===== src/rtl/io_sw_debounce.sv =====
// -----------------------------------------------------------------------------
// io_sw_debounce
//
// Input conditioning for the board slide switches and keys that feed the core's
// io_sw_i port. Each raw level is brought into clk_i through a two-flop
// synchroniser, then debounced independently per bit. The bit's stable level
// only changes after DEBOUNCE_CYCLES consecutive clock cycles in which the
// synchronised level disagrees with it. Registered one-cycle rise and fall
// pulses, plus a summary change flag, come out alongside the clean levels.
//
// Parameters
//   WIDTH            number of switch bits conditioned
//   DEBOUNCE_CYCLES  consecutive mismatching cycles before a bit flips
//                    (legal range 1 .. 2**CNT_W-1)
//   CNT_W            width of each per-bit debounce counter
//
// Ports
//   clk_i         system clock, shared with the core
//   rst_ni        asynchronous active-low reset; the release is expected to
//                 be synchronised to clk_i upstream
//   sw_raw_i      raw switch/key levels, asynchronous to clk_i
//   bypass_i      1 = skip debouncing, sw_o follows the synchroniser output
//   sw_o          debounced stable levels
//   sw_rise_o     one-cycle pulse per bit when that sw_o bit goes 0->1
//   sw_fall_o     one-cycle pulse per bit when that sw_o bit goes 1->0
//   sw_changed_o  high in exactly the cycles where any rise/fall bit is high
//
// Every output is driven directly by a flop; there is no combinational path
// from any input to any output.
// -----------------------------------------------------------------------------
module io_sw_debounce #(
    parameter int WIDTH           = 32,
    parameter int DEBOUNCE_CYCLES = 50000,
    parameter int CNT_W           = 16
) (
    input  logic             clk_i,
    input  logic             rst_ni,
    input  logic [WIDTH-1:0] sw_raw_i,
    input  logic             bypass_i,
    output logic [WIDTH-1:0] sw_o,
    output logic [WIDTH-1:0] sw_rise_o,
    output logic [WIDTH-1:0] sw_fall_o,
    output logic             sw_changed_o
);

    // Terminal count: on the cycle a mismatching bit's counter already holds
    // this value, the mismatch has lasted DEBOUNCE_CYCLES cycles and the bit
    // flips. With DEBOUNCE_CYCLES = 1 this is zero, so the first mismatching
    // cycle flips the bit and the counter never moves.
    localparam logic [CNT_W-1:0] CNT_LAST = CNT_W'(DEBOUNCE_CYCLES - 1);

    // -------------------------------------------------------------------------
    // State
    // -------------------------------------------------------------------------
    logic [WIDTH-1:0] s1_q;              // first synchroniser stage
    logic [WIDTH-1:0] s2_q;              // second stage, sole debounce source
    logic [CNT_W-1:0] cnt_q [WIDTH];     // per-bit mismatch run length

    // -------------------------------------------------------------------------
    // Next-state values
    // -------------------------------------------------------------------------
    logic [WIDTH-1:0] sw_d;
    logic [CNT_W-1:0] cnt_d [WIDTH];
    logic [WIDTH-1:0] rise_d;
    logic [WIDTH-1:0] fall_d;
    logic             changed_d;

    // -------------------------------------------------------------------------
    // Debounce decision, one independent slice per bit.
    //
    // bypass_i is a quasi-static test/simulation control and is used without
    // synchronisation. While it is high the counters are forced to zero, so a
    // count in progress is abandoned and normal operation resumes from zero
    // once it drops, with sw_o starting from whatever level it last held.
    // -------------------------------------------------------------------------
    always_comb begin
        // NOTE: every signal assigned here receives a default before any
        // conditional update, so no path leaves it unassigned and no latch is
        // inferred.
        sw_d = sw_o;
        for (int i = 0; i < WIDTH; i++) begin
            cnt_d[i] = '0;
            if (bypass_i) begin
                sw_d[i] = s2_q[i];
            end else if (s2_q[i] != sw_o[i]) begin
                if (cnt_q[i] == CNT_LAST) begin
                    sw_d[i] = s2_q[i];
                end else begin
                    cnt_d[i] = cnt_q[i] + CNT_W'(1);
                end
            end
            // A matching bit leaves cnt_d at zero: any bounce back to the
            // stable level restarts the run from the beginning.
        end
    end

    // Edge detection looks at the level about to be registered, so the pulse
    // flops and sw_o update on the same edge and the pulse is visible in the
    // very cycle sw_o shows its new value. A bit cannot be both 0->1 and 1->0
    // in one cycle, so rise and fall are mutually exclusive per bit.
    always_comb begin
        rise_d    = sw_d & ~sw_o;
        fall_d    = ~sw_d & sw_o;
        changed_d = |(sw_d ^ sw_o);
    end

    // -------------------------------------------------------------------------
    // Synchroniser: two plain flops per bit, nothing between the stages.
    // -------------------------------------------------------------------------
    always_ff @(posedge clk_i or negedge rst_ni) begin
        // NOTE: sequential state is written with non-blocking assignments so
        // s2_q samples the old s1_q on this edge; a blocking assignment would
        // collapse the two stages into one.
        if (!rst_ni) begin
            s1_q <= '0;
            s2_q <= '0;
        end else begin
            s1_q <= sw_raw_i;
            s2_q <= s1_q;
        end
    end

    // -------------------------------------------------------------------------
    // Counters, stable levels and pulse outputs
    // -------------------------------------------------------------------------
    always_ff @(posedge clk_i or negedge rst_ni) begin
        if (!rst_ni) begin
            // NOTE: the counter bank is a set of individual flops rather than
            // a RAM, so it can and must be cleared by reset; a count left
            // over from before reset would shorten the first debounce after it.
            for (int i = 0; i < WIDTH; i++) begin
                cnt_q[i] <= '0;
            end
            sw_o         <= '0;
            sw_rise_o    <= '0;
            sw_fall_o    <= '0;
            sw_changed_o <= 1'b0;
        end else begin
            for (int i = 0; i < WIDTH; i++) begin
                cnt_q[i] <= cnt_d[i];
            end
            sw_o         <= sw_d;
            sw_rise_o    <= rise_d;
            sw_fall_o    <= fall_d;
            sw_changed_o <= changed_d;
        end
    end

endmodule

===== config.mk =====
export PLATFORM = sky130hd
export DESIGN_NAME = io_sw_debounce
export DESIGN_NICKNAME = d
export VERILOG_FILES = /design/src/rtl/io_sw_debounce.sv
export SDC_FILE = /design/constraint.sdc
export NUM_CORES = 1
export LEC_CHECK = 0
export CAP_MARGIN = 25
export CORE_UTILIZATION = 45
export DETAILED_ROUTE_END_ITERATION = 8
export PLACE_DENSITY_LB_ADDON = 0.15
export SLEW_MARGIN = 15
export SYNTH_ARGS = -nofsm -noshare
export SYNTH_HDL_FRONTEND = slang
export SYNTH_SLANG_ARGS = --single-unit

===== constraint.sdc =====
create_clock -name clk_i -period 2.8 [get_ports clk_i]
set_clock_uncertainty 0.05 [all_clocks]
set_input_delay 0.28 -clock clk_i [delete_from_list [all_inputs] [get_ports clk_i]]
set_output_delay 0.28 -clock clk_i [all_outputs]
set_load 0.01 [all_outputs]

# After elaboration in Yosys (flattened, before gate mapping)
# Index checks and enable logic that the tools add are counted.
[op_classes]
bitwise = 5
div_mod_pow = 0
multipliers = 0
eq_ne = 64
n_mux = 192
shifts = 0
n_addsub = 32
n_lt_le_gt_ge = 0
reduce_logical = 1
[ops]
columns = ["cell", "count"]
rows = [
  ["16-bit two-way mux", 96],
  ["16-bit by 1-bit adder with 16-bit output, second input constant", 32],
  ["16-bit equality test, second input constant", 32],
  ["1-bit two-way mux", 96],
  ["32-bit AND", 2],
  ["32-bit NOT", 2],
  ["1-bit != test", 32],
  ["32-bit OR reduction", 1],
  ["32-bit bitwise XOR", 1],
]
[totals]
out_inout_bits = 97
romBits = 0
in_bits = 35
n_memories = 0
ram_bits = 0
wordCells = 332
ff_bits = 673
latch_bits = 0

# Logic depth before layout (Yosys ltp)
[logic_depth]
depth_word = 6
depth_mapped = 9
depth_no_buf = 9

# Worst setup path after synthesis
# OpenSTA, ideal clock, no wires.
[synth_path]
kind = "reg-to-reg"
from = "register cnt_q[363] (netlist name)"
to = "register sw_changed_o"
setup_ps = 129
synth_period_minus_slack_ps = 2551
t_arrival_ps = 2372
required_ps = 2621
slack_ps = 249
path_stages_with_launch = 9
n_path_buf = 0
path_cell_list = "dfrtp_1 > or3_1 > or4_4 > and2_4 > mux2_4 > ha_1 > nand4_1 > nor4_1 > nand2_1"
[synth_between]
elab_chain_len = 6
[synth_lines]
columns = ["item", "line_no", "rtl"]
rows = [
  ["from (decl)", "57", "logic [CNT_W-1:0] cnt_q [WIDTH];"],
  ["from (signal, indexed assignment)", "140", "cnt_q[i] <= cnt_d[i];"],
  ["16-bit equality test", "86", "if (cnt_q[i] == CNT_LAST) begin"],
  ["1-bit two-way mux", "86", ""],
  ["1-bit two-way mux", "85", "end else if (s2_q[i] != sw_o[i]) begin"],
  ["1-bit two-way mux", "83", "if (bypass_i) begin"],
  ["named net sw_d[9]", "62", "logic [WIDTH-1:0] sw_d;"],
  ["32-bit bitwise XOR", "104", "changed_d = |(sw_d ^ sw_o);"],
  ["32-bit OR reduction", "104", ""],
  ["named net changed_d", "66", "logic changed_d;"],
  ["to (signal assigned)", "145", "sw_changed_o <= changed_d;"],
  ["to (decl)", "43", "output logic sw_changed_o"],
]
# The timed path passes the listed nets, and every way through them passes these cells.

# Worst setup path in the final report
[layout_path]
from = "register cnt_q[381] (netlist name)"
to = "register sw_changed_o"
# Same word-level chain as after synthesis.

==> summary.txt <==
Placement
  • HPWL after DPL: about 45 mm
  • Port buffer count: 131
  • Placer Congestion: 0.852

Drt
  • Final wirelength: 65.3 mm
  • # DRC: 0
  • Via count: 22300
  • Routed Antenna Nets: 0
  • Vias per cell: 5.18
  • DR pass1 iterations: 5
  • WL per Instance: 15.2 µm
  • DRT iter0 DRCs: 1358

Cells and area
  • Nets: around 3400
  • Diode count: 0
  • Area growth syn-to-layout: 20.2%
  • Most common cell after layout, fill and taps aside: dfrtp_1
  • Fraction of layout cells with a size suffix above 1: 10.3%
  • Most frequent cells in the layout: dfrtp_1, nor2_1, xnor2_1, nand3_1, nand4_1

Floorplan
  • Die height: 265 µm
  • Full die area: just over 0.07 mm²
  • Die X-Extent: around 270 µm
  • Core area: 0.0686 mm²
  • IO Pins: 132
  • Initial Utilization: 45.5%
  • Site Rows: 96

Timing
  • Worst relative slew slack: 53.5%
  • RSZ-0062 raised after global routing: no
  • Count of final setup violators: 0
  • Period utilisation layout: 96.4%
  • Max Freq: 370 MHz
  • TNS Setup: 0 ns
  • Final Max Slew Viols: 0
  • Endpoints failing hold: 0
  • Tmin final: around 2.7 ns
  • Slew at the pin closest to its max-slew limit: 0.698 ns

Synthesis
  • Post-Synthesis Cells: 2995
  • Top_reg_cell synth: dfrtp_1
  • Number of synthesized register bits: 673
  • Post-synth EDFFs: 0
  • Area of the mapped netlist: 0.0312 mm²
  • Syn_area_per_cell: 10.4 µm²
  • Post-synthesis sequential area ratio: 53.9%
  • Syn. warnings: 0
  • Synthesized net count: 3126
  • Count of different cell masters after synthesis: 47
  • Asr flop ratio synth: 100%

Setup path
  • Kind of critical path: reg2reg
  • Worst path cell trace: or4b_1 > nor4_2 > nor2_1 > mux2_2 > ha_1 > nand4_1 > nor4_2 > nand2_1
  • Top cell by count, worst path: nor4_2
  • CP Data Arrival Time: around 3.2 ns
  • Worst path max stage delay: 0.55 ns
  • Crit start category: flip-flop
  • Worst Setup End Kind: flip-flop
  • CP max stage cell: or4b_1
  • WP data required: around 3.3 ns
  • Crit-path max FO: 2

Global route
  • Vias in the first global route: 22500
  • Total track usage: 19.1%
  • Initial antenna violation count: 0
  • First-pass GRT wire length: 112 mm
  • Pin count of the biggest net entering global routing: between 100 and 150
  • Total gr overflow: 0

Power
  • Pwr per Cell Area: 592 mW/mm²
  • Power Total: 22.2 mW
  • Peak supply drop: 0.473 mV
  • Pleak: 15.1 nW

Clocking
  • Worst-Skew Late Latency: 0.62 ns
  • CTS Buf Count: 77
  • CTS tree: yes
  • Clk buf depth: 3
  • Clock transition at path regs: 0.06 ns
  • Clk sinks: around 670
  • Htree depth: 3
  • Root buffer cell: clkbuf_16

Run status
  • Status: complete, no violations

Flow run
  • Maxcap violations: 0

Min path
  • Hold crit path type: in2reg
power breakdown:
group	internal [mW]	leakage [nW]	total, mW	switching, mW
combinational	0.641	4.76	1.55	0.908
clock	6.40	1.31	10.4	4.05
sequential	10.0	9.07	10.2	0.234
total	17.0	15.1	22.2	5.19
flip-flops by register name, indices dropped and copies added (netlist names):
| name | count |
|---|---|
| sw_changed_o | 1 |
| s1_q | 32 |
| cnt_q | 512 |
| sw_fall_o | 32 |
| s2_q | 32 |
| sw_rise_o | 32 |
| sw_o | 32 |
cells by family (layout without fill, tap and decap cells):
logic type,Yosys count,in the layout,share of synthesized area (%)
AOI/OAI and AO/OA,74,74,1.50
buffers and inverters,196,570,2.54
adders and majority gates,96,96,3.85
and+or+nand+nor,1444,1444,23.5
DFF,673,673,53.9
muxes,60,60,2.06
xor gates and xnor gates,452,452,12.7
critical path: cells and delay by family, from the launching register on:
kind                       cells  cell delay (ns)
and+or+nand+nor                6             1.47
DFF                            1             0.38
muxes                          1             0.30
adders and majority gates      1             0.38
layout make-up:
| cell class | count | area (µm²) |
|---|---|---|
| clock buffer | 111 | 2270 |
| clock inverter | 31 | 404 |
| fill | 5946 | 31000 |
| inverter | 135 | 507 |
| multi-input combinational | 2126 | 13700 |
| sequential | 673 | 16800 |
| tap | 931 | 1160 |
| timing repair buffer | 293 | 2660 |
worst paths after layout:
kind                                           start                     end  slack (ns)  cells past startpoint
worst max register to register  cnt_q[381]$_DFF_PN0_  sw_changed_o$_DFF_PN0_         0.1                      8
worst min register to register    s1_q[13]$_DFF_PN0_      s2_q[13]$_DFF_PN0_        0.30                      0
max in group asynchronous                     rst_ni    cnt_q[176]$_DFF_PN0_        1.57                      3
worst min-delay path                     sw_raw_i[7]       s1_q[7]$_DFF_PN0_        0.05                      1
min in group asynchronous                     rst_ni    cnt_q[244]$_DFF_PN0_        0.12                      2
worst max-delay path            cnt_q[381]$_DFF_PN0_  sw_changed_o$_DFF_PN0_         0.1                      8
layer usage:
metal | share of wire (%) | GRT usage [%]
met5 | 0 | 0
met4 | 2.1 | 5.30
met3 | 3.9 | 3.30
met2 | 48 | 31.4
met1 | 46 | 26.0
through the flow:
stage               cell area [µm²]  utilization, %  setup slack, ns  std cells  hold WS [ns]
finish                        37600            54.8           0.0998       4300        0.0452
global route                  37600            54.8          0.00420       4300       0.00853
CTS                           37400            54.6          0.00263       4300       0.00402
detailed placement            34800            50.7           0.0315       4157         0.143
global placement              34800            50.7          0.00562       4157         0.144
floorplan                     31200               -            0.249       2995       -0.0656
Yosys cell counts (2+ instances only):
| library cell | n | area share [%] |
|---|---|---|
| buf_6 | 2 | 0.072 |
| a41oi_1 | 8 | 0.22 |
| or4_1 | 15 | 0.36 |
| buf_4 | 6 | 0.14 |
| dfrtp_1 | 673 | 54 |
| inv_1 | 135 | 1.6 |
| ha_1 | 96 | 3.8 |
| or4bb_1 | 11 | 0.40 |
| xnor2_1 | 370 | 10 |
| nor4_1 | 132 | 2.6 |
| and4_1 | 10 | 0.28 |
| nand3_1 | 164 | 2.6 |
| mux2i_1 | 28 | 0.90 |
| a21oi_1 | 28 | 0.45 |
| nor3_1 | 108 | 1.7 |
| mux2_2 | 31 | 1.1 |
| o31ai_1 | 12 | 0.29 |
| buf_2 | 15 | 0.24 |
| nand4bb_1 | 4 | 0.14 |
| nor2b_1 | 5 | 0.10 |
| a31oi_1 | 2 | 0.040 |
| xor2_1 | 82 | 2.3 |
| nor2_1 | 553 | 6.6 |
| a211o_1 | 4 | 0.11 |
| a31o_2 | 2 | 0.056 |
| or4b_1 | 6 | 0.19 |
| nor4bb_1 | 28 | 0.90 |
| or2_2 | 8 | 0.16 |
| a311o_1 | 2 | 0.064 |
| or3_1 | 45 | 0.90 |
| and4b_1 | 3 | 0.096 |
| nor4b_1 | 16 | 0.45 |
| and2_1 | 12 | 0.24 |
| and3_1 | 49 | 0.98 |
| nand4_1 | 153 | 3.1 |
| clkbuf_1 | 37 | 0.44 |
| nand2_1 | 116 | 1.4 |
| o21ai_0 | 15 | 0.24 |
what timing repair did:
item,4_1_cts,5_1_grt
gates resized for setup,0,16
hold buffers,1,0
hold endpoints to repair,196,0
buffers inserted,0,0
endpoints found under the setup margin,0,1
Note: power is estimated with default switching activity, not from simulation.
